**config.mk**
```make
export PLATFORM = sky130hd
export DESIGN_NAME = ssd_scan_ctrl_flat
export DESIGN_NICKNAME = d
export VERILOG_FILES = /design/src/rtl/ssd_scan_ctrl_if.sv /design/src/rtl/ssd_scan_ctrl.sv /design/src/flat_wrapper.sv
export SDC_FILE = /design/constraint.sdc
export NUM_CORES = 1
export LEC_CHECK = 0
export ABC_AREA = 1
export BUFFER_PORTS_ARGS = -buffer_cell sky130_fd_sc_hd__buf_2
export CAP_MARGIN = 20
export CORE_MARGIN = 8
export CORE_UTILIZATION = 60
export CTS_BUF_LIST = sky130_fd_sc_hd__clkbuf_4 sky130_fd_sc_hd__clkbuf_8
export CTS_CLUSTER_SIZE = 12
export DETAILED_ROUTE_END_ITERATION = 7
export GPL_TIMING_DRIVEN = 1
export PLACE_DENSITY = 0.82
export SYNTH_ARGS = -nofsm -noshare
export SYNTH_HDL_FRONTEND = slang
export SYNTH_SLANG_ARGS = --single-unit
export TNS_END_PERCENT = 50
```
**constraint.sdc**
```tcl
create_clock -name clk -period 1.9 [get_ports clk]
set_input_delay 0.285 -clock clk [delete_from_list [all_inputs] [get_ports clk]]
set_output_delay 0.285 -clock clk [all_outputs]
set_load 0.05 [all_outputs]
```
**src/rtl/ssd_scan_ctrl_if.sv**
```systemverilog
// Bus between score/status logic (master) and the seven-segment scan controller (slave).
// Carries the digit snapshot request, display controls and the multiplexed pin outputs.
interface ssd_scan_ctrl_if #(
  parameter int N_DIGITS = 4,
  parameter int BW       = 3
);
  logic                    enable;
  logic [4*N_DIGITS-1:0]   digits;
  logic [N_DIGITS-1:0]     dp_in;
  logic                    blank_lz;
  logic [BW-1:0]           brightness;
  logic [7:0]              SSD;
  logic [N_DIGITS-1:0]     SSD_sel;
  logic                    scan_tick;

  modport master (
    output enable, digits, dp_in, blank_lz, brightness,
    input  SSD, SSD_sel, scan_tick
  );

  modport slave (
    input  enable, digits, dp_in, blank_lz, brightness,
    output SSD, SSD_sel, scan_tick
  );
endinterface

```
**src/rtl/ssd_scan_ctrl.sv**
```systemverilog
// N-digit multiplexed seven-segment driver: snapshots a hex digit bus and scans it out
// with per-digit decimal points, leading-zero blanking and PWM brightness. Outputs registered.
module ssd_scan_ctrl #(
  parameter int N_DIGITS = 4,
  parameter int DIV_LOG2 = 16,
  parameter int BW       = 3
) (
  input  logic           clk,
  input  logic           rst,
  ssd_scan_ctrl_if.slave bus
);
  localparam int                  IW        = (N_DIGITS > 1) ? $clog2(N_DIGITS) : 1;
  localparam logic [DIV_LOG2-1:0] PRESC_MAX = '1;
  localparam logic [IW-1:0]       IDX_LAST  = IW'(N_DIGITS - 1);

  logic [DIV_LOG2-1:0]   presc_q, presc_d;
  logic [IW-1:0]         idx_q, idx_d;
  logic [4*N_DIGITS-1:0] digits_q, digits_d;
  logic [N_DIGITS-1:0]   dp_q, dp_d;
  logic [7:0]            ssd_q, ssd_d;
  logic [N_DIGITS-1:0]   sel_q, sel_d;
  logic                  tick_q, tick_d;

  logic [6:0]            seg_w [N_DIGITS];
  logic [N_DIGITS-1:0]   blank_w;
  logic [BW-1:0]         top_w;
  logic                  lit_w;
  logic                  wrap_w;
  logic                  seen_nz;

  function automatic logic [6:0] seg7(input logic [3:0] hex);
    logic [6:0] s;
    case (hex)
      4'h0: s = 7'h40;
      4'h1: s = 7'h79;
      4'h2: s = 7'h24;
      4'h3: s = 7'h30;
      4'h4: s = 7'h19;
      4'h5: s = 7'h12;
      4'h6: s = 7'h02;
      4'h7: s = 7'h78;
      4'h8: s = 7'h00;
      4'h9: s = 7'h10;
      4'hA: s = 7'h08;
      4'hB: s = 7'h03;
      4'hC: s = 7'h46;
      4'hD: s = 7'h21;
      4'hE: s = 7'h06;
      default: s = 7'h0E;
    endcase
    return s;
  endfunction

  for (genvar gi = 0; gi < N_DIGITS; gi++) begin : g_dec
    assign seg_w[gi] = seg7(digits_q[4*gi +: 4]);
  end

  // Walk from the most significant digit down; digit 0 is always shown.
  always_comb begin
    blank_w = '0;
    seen_nz = 1'b0;
    for (int i = N_DIGITS - 1; i > 0; i--) begin
      seen_nz    = seen_nz | (|digits_q[4*i +: 4]);
      blank_w[i] = bus.blank_lz & ~seen_nz;
    end
  end

  assign wrap_w = (presc_q == PRESC_MAX);
  assign top_w  = presc_q[DIV_LOG2-1 -: BW];
  assign lit_w  = (&bus.brightness) || (top_w < bus.brightness);

  always_comb begin
    presc_d  = presc_q + 1'b1;
    idx_d    = idx_q;
    if (wrap_w) begin
      idx_d = (idx_q == IDX_LAST) ? '0 : idx_q + 1'b1;
    end
    digits_d = bus.enable ? bus.digits : digits_q;
    dp_d     = bus.enable ? bus.dp_in  : dp_q;
    tick_d   = wrap_w;

    ssd_d = 8'hFF;
    sel_d = '1;
    if (lit_w && !blank_w[idx_q]) begin
      ssd_d        = {~dp_q[idx_q], seg_w[idx_q]};
      sel_d[idx_q] = 1'b0;
    end
  end

  always_ff @(posedge clk or negedge rst) begin
    if (!rst) begin
      presc_q  <= '0;
      idx_q    <= '0;
      digits_q <= '0;
      dp_q     <= '0;
      ssd_q    <= 8'hFF;
      sel_q    <= '1;
      tick_q   <= 1'b0;
    end else begin
      presc_q  <= presc_d;
      idx_q    <= idx_d;
      digits_q <= digits_d;
      dp_q     <= dp_d;
      ssd_q    <= ssd_d;
      sel_q    <= sel_d;
      tick_q   <= tick_d;
    end
  end

  assign bus.SSD       = ssd_q;
  assign bus.SSD_sel   = sel_q;
  assign bus.scan_tick = tick_q;
endmodule

```
**src/flat_wrapper.sv**
```systemverilog
// flat-port wrapper written by rule: the top's interface ports become plain ports
module ssd_scan_ctrl_flat 
#(
  parameter int N_DIGITS = 4,
  parameter int DIV_LOG2 = 16,
  parameter int BW       = 3
)
  (clk, rst, bus_enable, bus_digits, bus_dp_in, bus_blank_lz, bus_brightness, bus_SSD, bus_SSD_sel, bus_scan_tick);
  ssd_scan_ctrl_if #(.N_DIGITS(N_DIGITS), .BW(BW)) bus_i ();
  input  logic clk;
  input  logic rst;
  input wire logic [$bits(bus_i.enable)-1:0] bus_enable;
  input wire logic [$bits(bus_i.digits)-1:0] bus_digits;
  input wire logic [$bits(bus_i.dp_in)-1:0] bus_dp_in;
  input wire logic [$bits(bus_i.blank_lz)-1:0] bus_blank_lz;
  input wire logic [$bits(bus_i.brightness)-1:0] bus_brightness;
  output wire logic [$bits(bus_i.SSD)-1:0] bus_SSD;
  output wire logic [$bits(bus_i.SSD_sel)-1:0] bus_SSD_sel;
  output wire logic [$bits(bus_i.scan_tick)-1:0] bus_scan_tick;
  assign bus_i.enable = bus_enable;
  assign bus_i.digits = bus_digits;
  assign bus_i.dp_in = bus_dp_in;
  assign bus_i.blank_lz = bus_blank_lz;
  assign bus_i.brightness = bus_brightness;
  assign bus_SSD = bus_i.SSD;
  assign bus_SSD_sel = bus_i.SSD_sel;
  assign bus_scan_tick = bus_i.scan_tick;
  ssd_scan_ctrl #(.N_DIGITS(N_DIGITS), .DIV_LOG2(DIV_LOG2), .BW(BW)) u_core (.clk(clk), .rst(rst), .bus(bus_i));
endmodule
```
* After elaboration in Yosys (flattened, before gate mapping)
Memory sizes are Yosys's and may differ from the RTL's.
Index checks and enable logic that the tools add are counted.
** Storage, ports and cells
- Flip-flop bits (word level) :: 51
- Memories kept :: 4
- Logic and storage cells :: 50
- Memory bits (read-only) :: 448
- Input port bits :: 27
** Cells by class
- Bitwise logic cells :: 11
- Order comparisons :: 4
- Multiplexer cells :: 12
- Reductions and logical operators :: 8
- Equality and inequality tests :: 2
- Add/subtract/negate cells :: 2
** Memory list
- (name not given) :: words 16, width 7, read ports 1, clocked after memory_dff 0, write ports 0, line ssd_scan_ctrl.sv:33 : case (hex)
- (name not given) :: words 16, width 7, read ports 1, clocked after memory_dff 0, write ports 0, line ssd_scan_ctrl.sv:33
- (name not given) :: words 16, width 7, read ports 1, clocked after memory_dff 0, write ports 0, line ssd_scan_ctrl.sv:33
- (name not given) :: words 16, width 7, read ports 1, clocked after memory_dff 0, write ports 0, line ssd_scan_ctrl.sv:33
** Operators by type and width (count)
- 16-bit by 1-bit adder with 16-bit output, second input constant :: 1
- 16-bit == test, second input constant :: 1
- 7-bit binary-select mux with 2-bit select :: 1
- 7-bit two-way mux :: 2
- 4-bit OR reduction :: 3
- 8-bit two-way mux :: 1
- 1-bit binary-select mux with 2-bit select :: 2
- 4-bit two-way mux :: 1
- 1-bit NOT :: 4
- 4-bit NOT :: 1
- 1-bit bitwise AND :: 3
- 3-bit >= comparator, second input constant :: 1
- 2-bit by 3-bit less-than comparator with 1-bit output, second input constant :: 1
- 3-bit less-than comparator :: 1
- 1-bit two-way mux :: 3
- 2-bit NOT with 3-bit output :: 1
- 3-bit AND reduction :: 1
- 2-bit by 1-bit adder with 2-bit output, second input constant :: 1
- 1-bit demux with 2-bit select :: 1
- 2-bit == test, second input constant :: 1
- 2-bit by 1-bit >= comparator with 1-bit output, second input constant :: 1
- 1-bit logical AND :: 2
- 2-bit two-way mux :: 1
- 1-bit bitwise OR :: 2
- 2 further kinds :: 2

* Logic depth before layout (Yosys ltp)
- Depth after elaboration :: 10
- Gate-level depth with buffers :: 10

* Least setup slack after synthesis
OpenSTA, ideal clock, no wires.
- Path type :: register to register
- Start :: register u_core.presc_q[15]
- End :: register u_core.ssd_q[2], in the netlist u_core.bus.SSD[2]
- Clock period less this slack :: 1.327 ns
- Data arrival time :: 1.242 ns
- Path buffers :: 0
- Cell stages (with the launch flop) :: 6
- Required time :: 1.815 ns
- Slack :: 0.573 ns
- Cell sequence :: dfrtp_1 > ha_1 > a21oi_1 > a21oi_2 > nor2_8 > nand3b_2
** On the way
- Longest elaborated chain between the ends :: 4
** RTL lines
- start: declaration :: line ssd_scan_ctrl.sv:16 : logic [DIV_LOG2-1:0] presc_q, presc_d;
- start signal: assignment :: line ssd_scan_ctrl.sv:100 : presc_q <= presc_d;
- 3-bit less-than comparator :: line ssd_scan_ctrl.sv:70 : assign lit_w = (&bus.brightness) || (top_w < bus.brightness);
- 1-bit logical OR :: line ssd_scan_ctrl.sv:70
- 1-bit logical AND :: line ssd_scan_ctrl.sv:84 : if (lit_w && !blank_w[idx_q]) begin
- 8-bit two-way mux :: line ssd_scan_ctrl.sv:84
- via u_core.ssd_d[2] :: line ssd_scan_ctrl.sv:20 : logic [7:0] ssd_q, ssd_d;
- end signal: assignment :: line ssd_scan_ctrl.sv:104 : ssd_q <= ssd_d;
- end: declaration :: line ssd_scan_ctrl.sv:20
The timed path passes the listed nets, and every way through them passes these cells.
A chain may end at the register's enable or synchronous reset.

* Worst setup path in the final report
- Start :: register u_core.presc_q[15]
- End :: register u_core.ssd_q[4], in the netlist u_core.bus.SSD[4]
Same word-level chain as after synthesis.

==> key figures <==
STA
  – Clock skew: 0.006983 ns
  – Final Max Slew Viols: 0
  – Period utilisation layout: between 70% and 80%
  – Min Tclk post-route: approximately 1.5 ns
  – Endpoints failing setup: 0
  – Post-route setup TNS: 0 ns
  – Setup WS post-layout: 0.3891 ns
  – Rel. slew slack: 67.61%
  – Hold Vio Cnt, Final: 0
  – RSZ-0062 raised after global routing: false
  – Least-Margin Pin Slew: ~0.49 ns
  – FMAX: about 660 MHz
  – Worst hold slack: ~0.18 ns

Floorplan
  – Die width: just over 90 um
  – Core area: approximately 5500 um2
  – Full die area: between 8000 and 9000 um2
  – IO Pins: 40
  – Die Y: approximately 91 um
  – Initial core utilization: between 60% and 70%
  – FP Rows: 27

CTS
  – Clk root buf: clkbuf_8
  – PostCTS Resize Cnt: 0
  – Clock Latency Late Sink: a little over 0.3 ns
  – Clock transition at path regs: about 0.10 ns
  – CTS Sinks: between 50 and 60
  – Postcts setup bufs: 0
  – CTS Buffer Depth: 2
  – Num CTS Buffers: 5
  – CTS tree: done
  – H-tree Lvls: 2

Route
  – Vias per cell: approximately 5.3
  – Total length of routed wires: around 7400 um
  – Drt first-iter violations: 140
  – Detail Route Antenna Nets: 0
  – 1st-pass router iterations: 5
  – Via count: ~3,000
  – DRC Markers: 0
  – Per-cell routed wire length: 13.11 um

Layout
  – Layout Nets: 544
  – Layout fillers: 490
  – Post-route cell area: 3765 um2
  – Multi-input logic area: about 1800 um2
  – Share of cells above drive strength 1: about 19%
  – Antenna cells: 0
  – Storage element area: 1291 um2
  – Layout area overhead: 10.42%

Setup path
  – Worst EP arrival: approximately 1.8 ns
  – Crit-path max FO: 4
  – CP Class: reg2reg
  – Cell mode on critical path: nand2_1
  – Slowest Stage Delay on Critical Path: 0.42 ns
  – Critical-path top delay cell: dfrtp_1
  – Worst Setup Start Kind: register
  – Critical path cell sequence: ha_1 > a21oi_1 > nand2_1 > o21ai_0 > nand2_1 > nor2_1 > nand2_1
  – Critical path required time: approximately 2.1 ns
  – Crit end category: register

Synthesis
  – Top cells by area, synth: dfrtp_1, nand2_1, ha_1
  – Netlist Area Pre-Place: 3410 um2
  – Yosys reg bits: 51
  – Synth Net Count: ~510
  – Syn Inst Count: roughly 450
  – Share of the synthesized area in the top cell type: approximately 29%
  – Post-Synth Adder-Cell Area: about a tenth
  – Netlist cell types: 32
  – Largest family of logic cells by synthesized area: simple AND/OR/NAND/NOR gates
  – Compound-Gate Fraction of Synth Area: 6.202%
  – Seq/Total Area, Yosys: 37.87%
  – Yosys warns: 0
  – Proportion of synthesized area in mux cells: 0.9908%
  – Simple-gate share of the synthesized area: between 30% and 40%
  – Synth area leader: dfrtp_1
  – Xor and xnor area share after synthesis: around 3.3%
  – Avg Synthesized Cell Area: roughly 7.5 um2

Place
  – Port bufs: 39
  – Post-DP Area: roughly 3600 um2
  – DP Worst Slack: between 0.4 and 0.5 ns
  – Dpl hpwl: approximately 5600 um
  – Final GP Congestion: between 0.8 and 0.9

GRT
  – Met2 Usage GRT: between 30% and 40%
  – Met1 usage: a little over a fifth
  – Layer with the highest usage: met2
  – Vias in the first global route: 2,808
  – Largest net degree at the start of global routing: 52
  – Routing usage on met3: ~4.0%
  – Initial antenna violation count: 0
  – GRT Overall Usage: between 10% and 20%
  – Global-route wire length before repair: approximately 12,000 um
  – Total gr overflow: 0

Flow run
  – MaxCap Viol Count: 0

Power
  – Peak VDD IR: 0.6046 mV
  – P per Cell Area: between 600 and 700 nW/um2
  – Static leakage: 1.982 nW

Hold path
  – Hold WC Path Type: in2reg

Status
  – Status: completed
## metrics by stage
step / cells / util, % / power [mW]
detailed placement: 553 / 66.10 / 1.835
global route: 562 / 68.37 / 2.731
finish: 562 / 68.37 / 2.595
floorplan: 453 / - / 1.678
CTS: 562 / 68.37 / 2.614
global placement: 553 / 66.10 / 1.816
## placed cells by master, fill, tap and decap left out, types with 2 or more instances in the layout
| master | count |
|---|---|
| nand2_1 | 154 |
| nand3_1 | 49 |
| buf_2 | 39 |
| dfrtp_1 | 39 |
| inv_1 | 36 |
| nor2_1 | 30 |
| ha_1 | 28 |
| o21ai_0 | 26 |
| dfstp_2 | 12 |
| inv_2 | 10 |
| xor2_1 | 8 |
| a21oi_1 | 7 |
| nand3_2 | 5 |
| xnor2_1 | 5 |
| clkbuf_8 | 5 |
| nor2_2 | 4 |
| nand4_1 | 3 |
| nor2_4 | 3 |
| o21ai_1 | 3 |
| mux2_2 | 3 |
| nor3_2 | 2 |
| nand2_2 | 2 |
| o211ai_1 | 2 |
| nor3_1 | 2 |
| buf_4 | 2 |
## sequential cells by signal (all words and copies together) (netlist names)
name	cells
u_core.presc_q	16
u_core.idx_q	2
u_core.bus.SSD	8
u_core.bus.scan_tick	1
u_core.dp_q	4
u_core.digits_q	16
u_core.bus.SSD_sel	4
## worst max-delay path, delay by kind of cell, from the launching register on
kind / cells / cell delay [ns]
compound gates: 2 / 0.34
flops: 1 / 0.42
fa+ha+maj: 1 / 0.30
simple gates: 4 / 0.39
## where the power goes
part | switching, mW | internal [mW]
logic | 0.389 | 0.185
registers | 0.0767 | 1.17
clock network | 0.377 | 0.397
total | 0.842 | 1.75
## final cells by class
| type | instances | area share (%) |
|---|---|---|
| Tap cell | 72 | 2.393 |
| Clock inverter | 3 | 1.230 |
| Multi-Input combinational cell | 340 | 49.05 |
| Sequential cell | 51 | 34.30 |
| Inverter | 48 | 4.819 |
| Timing Repair Buffer | 43 | 6.381 |
| Clock buffer | 5 | 1.828 |
## what timing repair did
item                                    CTS  global route
endpoints found under the hold margin    39             0
endpoints found under the setup margin    0             0
hold buffers                              1             0
## logic make-up after synthesis
group | count (synthesis)
DFF | 51
and+or+nand+nor | 256
adders and majority gates | 28
AOI/OAI and AO/OA | 40
muxes | 3
buffers and inverters | 62
xor gates and xnor gates | 13
## final timing paths
kind                       slack [ns]               start  cells past startpoint                   to
min reg2reg                      0.46   u_core.presc_q[0]                      1    u_core.presc_q[0]
max reg2reg                      0.39  u_core.presc_q[15]                      7    u_core.bus.SSD[4]
max in group asynchronous        1.13                 rst                      3    u_core.bus.SSD[7]
min                              0.18       bus_digits[8]                      3   u_core.digits_q[8]
max                              0.39  u_core.presc_q[15]                      7    u_core.bus.SSD[4]
min in group asynchronous        0.48                 rst                      3  u_core.digits_q[14]
## per-layer routing
| layer | routed length [um] | vias to the layer above |
|---|---|---|
| met5 | 0 | - |
| met3 | 333 | 10 |
| met1 | 3240 | 1356 |
| met2 | 3686 | 86 |
| met4 | 110 | 0 |
| li1 | - | 1503 |
## cell usage after synthesis
library cell  count
nand2_1         154
nand3_1          49
dfrtp_1          39
inv_1            36
nor2_1           30
ha_1             28
o21ai_0          26
dfstp_2          12
inv_2            10
xor2_1            8
a21oi_1           7
buf_2             6
nand3_2           5
xnor2_1           5
buf_4             4
nor2_2            4
mux2_2            3
nand4_1           3
nor2_4            3
o21ai_1           3
buf_6             2
clkbuf_1          2
nand2_2           2
nor3_1            2
nor3_2            2
o211ai_1          2
a21oi_2           1
a22oi_1           1
clkinv_1          1
clkinv_2          1
nand3b_2          1
nor2_8            1
(Power assumes the default switching activity.)
